--- config.mk ---
export PLATFORM = sky130hd
export DESIGN_NAME = square
export DESIGN_NICKNAME = d
export VERILOG_FILES = /design/src/rtl/square.sv
export SDC_FILE = /design/constraint.sdc
export NUM_CORES = 1
export LEC_CHECK = 0
export ABC_AREA = 1
export ABC_CLOCK_PERIOD_IN_PS = 4800
export CORE_MARGIN = 8
export CORE_UTILIZATION = 30
export CTS_CLUSTER_SIZE = 28
export DETAILED_ROUTE_END_ITERATION = 7
export GPL_TIMING_DRIVEN = 0
export SYNTH_ARGS = -nofsm -noshare
export SYNTH_HDL_FRONTEND = slang
export SYNTH_SLANG_ARGS = --single-unit
export TNS_END_PERCENT = 100
--- constraint.sdc ---
create_clock -name clk -period 4.8 [get_ports clk]
set_input_delay 1.2 -clock clk [delete_from_list [all_inputs] [get_ports clk]]
set_output_delay 1.2 -clock clk [all_outputs]
set_load 0.05 [all_outputs]
--- src/rtl/square.sv ---
// Sequential unsigned squarer: a shift-and-add multiplier that handles one operand bit per clock and finishes in WIDTH cycles.
// Optional macro SQUARE_OVF_EN adds an ovf output, set when the square does not fit in WIDTH bits.
module square #(
  parameter int WIDTH = 16
) (
  input  logic               clk,
  input  logic               rst,
  input  logic               start,
  input  logic [WIDTH-1:0]   A,
  output logic [2*WIDTH-1:0] result,
  output logic               done,
`ifdef SQUARE_OVF_EN
  output logic               ovf,
`endif
  output logic               busy
);

  localparam int CW = (WIDTH > 1) ? $clog2(WIDTH) : 1;

  typedef enum logic [1:0] {IDLE, CALC, DONE} state_t;

  state_t             state;
  logic [WIDTH-1:0]   operand;
  logic [2*WIDTH-1:0] acc;
  logic [2*WIDTH-1:0] acc_next;
  logic [CW-1:0]      count;

  // NOTE: combinational blocks use blocking '=' with a default first so no latch is inferred.
  always_comb begin
    acc_next = acc;
    if (operand[count])
      acc_next = acc + ({{WIDTH{1'b0}}, operand} << count);
  end

  // NOTE: sequential state uses non-blocking '<=' so every register samples pre-edge values.
  always_ff @(posedge clk or negedge rst) begin
    if (!rst) begin
      state   <= IDLE;
      operand <= '0;
      acc     <= '0;
      count   <= '0;
      result  <= '0;
      done    <= 1'b0;
      busy    <= 1'b0;
`ifdef SQUARE_OVF_EN
      ovf     <= 1'b0;
`endif
    end else begin
      unique case (state)
        IDLE: begin
          if (start) begin
            operand <= A;
            acc     <= '0;
            count   <= '0;
            busy    <= 1'b1;
            state   <= CALC;
          end
        end
        CALC: begin
          acc   <= acc_next;
          count <= count + 1'b1;
          // The last multiplier bit is folded straight into result on this edge.
          if (count == CW'(WIDTH - 1)) begin
            result <= acc_next;
            done   <= 1'b1;
`ifdef SQUARE_OVF_EN
            ovf    <= |acc_next[2*WIDTH-1:WIDTH];
`endif
            state  <= DONE;
          end
        end
        DONE: begin
          done  <= 1'b0;
          busy  <= 1'b0;
          state <= IDLE;
        end
        default: state <= IDLE;
      endcase
    end
  end

endmodule

==> results.yml <==
sta:
  rsz_0062_raised_after_global_routing: "no"
  min_period_ns: 3.58
  final.setup_skew_ns: 0.00944
  timing_max_transition_violations_final: 0
  finalHoldViolations: 0
  timing.max_slew.rel_slack: 0.455
  max_freq_mhz: 279
  timing.final.ws_setup_ns: 1.22
  post-route-period-util: 0.746
  final-setup-viol-count: 0
  max_slew.worst_pin.slew_ns: 0.818
  finalSetupTns_ns: 0
cells_and_area:
  regArea_um2: 2200
  antenna_cells: 0
  drive_gt1_frac: 0.0464
  design_area_um2: 8050
  area.growth.synth_to_final_pct: 17.5
  fin_nets: 1211
  multi_input_comb_area_um2: 3930
  layout.filler_cells: 2514
  final_design_utilization: 0.357
cts:
  clk_pin_slew_worst_paths_ns: 0.07
  post_cts_resized: 0
  holdBufCountCts: 0
  cts_tree: "done"
  cts-buffers-inserted: 9
  clock_latency_ns: 0.35
  post_cts.repair.setup_buffers: 0
  clock_tree_root_buffer_cell: "clkbuf_16"
  ctsLongestPathBuffers: 2
  tritoncts_num_sinks: 88
  cts_htree_levels: 3
logic_synthesis:
  total_standard_cell_area_after_synthesis_um2: 6860
  synth.avg_cell_area_um2: 6.26
  synthesis.nets: 1147
  synth_compound_gate_area_share: 0.0942
  yosys.area_share.simple: 0.399
  synthesized_area_fraction_occupied_by_xor_and_xnor_cells: 0.0179
  yosysSeqAreaShare: 0.321
  synth_top_family_by_area: "simple AND/OR/NAND/NOR gates"
  number_of_cells_produced_by_synthesis: 1095
  synth_fa_ha_area_frac: 0.0613
  synth.mux.area_fraction: 0.00146
  synth.ff_latch_count: 88
  warning_count_from_the_yosys_run: 0
  ys_types: 36
route:
  detailedRoute.firstIterationViolations: 498
  post-route-drc-count: 0
  detail_route.wirelength_um: 21900
  via_count: 6848
  detailedRoute.firstPassIterationCount: 7
  avgViaCountPerCell: 4.73
  post_drt_wl_per_cell_um: 15.1
  antenna_violating_nets_post_route: 0
critical_path:
  timing.critical_path.to_type: "flop"
  critPathArrivalTime_ns: 3.87
  r2r_path_start: "count[1]"
  setup.worst_path.class: "reg2reg"
  required_ns: 5.09
  timing.critical_path.from_type: "flop"
  r2r_end: "result[11]"
  critical_path_peak_fanout: 10
  reg2reg_depth: 19
  setup.reg_to_reg.worst_slack_ns: 1.22
global_routing:
  grt_start_max_net_pins: 54
  grt_use_total: 0.159
  vias_in_the_first_global_route: 6690
  global_route.overflow_total: 0
  grt_antenna_before_repair: 0
  global_route_wire_length_before_repair_um: 35900
status:
  run_status: "completed"
floorplanning:
  std_cell_rows: 55
  die-area_um2: 27900
  die_height_um: 167
  core_footprint_um2: 22600
  die-width_um: 167
  floorplan.initialDensity: 0.304
  top_level_ports: 53
placed_design:
  io_buffers: 52
  dp_worst_setup_slack_ns: 1.30
  postPlaceCellArea_um2: 7760
  routabilityCongestion: 0.953
  dp.final_hpwl_um: 17300
hold_path:
  min_path_type: "reg2reg"
  hold-path-cell-count: 2
  hold_start: "result[31]"
  worst_hold_end: "result[31]"
flow_run:
  max_cap_viol_count: 0
-- layout make-up --
| type | instances | area share |
|---|---|---|
| Sequential cell | 88 | 0.273 |
| Buffer | 38 | 0.0278 |
| Clock inverter | 6 | 0.00839 |
| Tap cell | 285 | 0.0443 |
| Timing Repair Buffer | 53 | 0.0677 |
| Multi-Input combinational cell | 837 | 0.488 |
| Clock buffer | 10 | 0.0284 |
| Inverter | 132 | 0.0618 |
-- how the worst max path moves through the flow --
stage / from / endpoint / slack, ns
2_1_floorplan: count[1] / result[12] / 2.01
3_3_place_gp: rst / operand[3] / -0.92
3_5_place_dp: count[1] / result[13] / 1.30
4_1_cts: count[1] / result[13] / 1.25
5_1_grt: count[0] / result[13] / 0.75
6_report: count[1] / result[11] / 1.22
-- worst max-delay path, cell delays in order, from the launching register on --
cell	delay, ns
dfrtp_1	0.39
buf_2	0.18
inv_1	0.18
clkbuf_1	0.34
nor2_1	0.10
a31oi_1	0.23
nand2_1	0.08
o21ai_0	0.16
nor2_1	0.11
ha_1	0.35
nand2_1	0.16
inv_1	0.06
a21oi_1	0.13
nand2_1	0.12
nand2_1	0.08
nand2_1	0.14
xnor2_1	0.16
o21ai_0	0.36
nand2_1	0.13
nand2_1	0.08
-- routing by layer --
metal  share of wire  vias to the layer above  GRT usage
li1                -                     3538          -
met1            0.50                     3113      0.220
met2            0.43                      165      0.251
met3           0.040                       32     0.0221
met4           0.025                        0     0.0555
met5               0                        -          0
-- state kept, by name, summed over array words and instances (netlist names) --
register,cells
acc,32
result,32
operand,16
count,4
state,2
busy,1
done,1
-- cells in the final DEF, fill, tap and decap left out, drive strengths merged --
cell type      instances
a21boi                 1
a21o                   2
a21oi                 17
a31oi                  3
buf                   21
bufinv                 1
clkbuf                29
clkdlybuf4s50         51
clkinv                 2
clkinvlp               2
dfrtp                 88
fa                     1
ha                    32
inv                  133
mux2i                  1
nand2                489
nand3                 78
nand3b                 4
nand4                  5
nor2                  72
nor3                   3
nor4                   1
o21ai                 91
o21bai                 4
o22ai                  3
or2                   16
xnor2                 12
xor2                   2
-- Yosys cell counts --
cell	n	area, um^2
dfrtp_1	88	2200
xor2_1	2	17.5
nor2_1	72	270
xnor2_1	12	105
o21bai_1	4	30.0
nand4_2	1	12.5
buf_8	1	15.0
nand2_1	488	1830
a21boi_0	1	7.51
nand4_1	4	25.0
buf_2	7	35.0
buf_1	4	15.0
clkbuf_1	19	71.3
a21o_1	2	15.0
o22ai_1	3	18.8
nand3_2	8	80.1
nand2_4	1	11.3
nor4_1	1	6.26
a31oi_1	3	18.8
inv_4	1	6.26
inv_2	3	11.3
fa_1	1	20.0
nand3b_1	4	30.0
inv_1	128	480
nor3_1	3	15.0
nand3_1	70	350
ha_1	32	400
o21ai_0	78	390
buf_12	1	20.0
mux2i_1	1	10.0
o21ai_2	4	35.0
a21oi_1	17	85.1
or2_1	12	75.1
buf_6	6	67.6
o21ai_1	9	45.0
or2_2	4	25.0
-- per-stage QoR --
stage | hold WS (ns) | instances
after floorplan | 0.462 | 1095
after global placement | 0.463 | 1432
after detailed placement | 0.465 | 1433
after CTS | 0.484 | 1449
after global routing | 0.503 | 1449
final | 0.478 | 1449
-- cells by family (layout without fill, tap and decap cells) --
group | after synthesis | count (layout)
fa+ha+maj | 33 | 33
mux | 1 | 1
buf+inv | 170 | 239
flops | 88 | 88
xor+xnor | 14 | 14
simple gates | 668 | 668
compound gates | 121 | 121
Power is not shown: default switching activity piles up to over one toggle a cycle in this logic, so the estimate is an artifact.
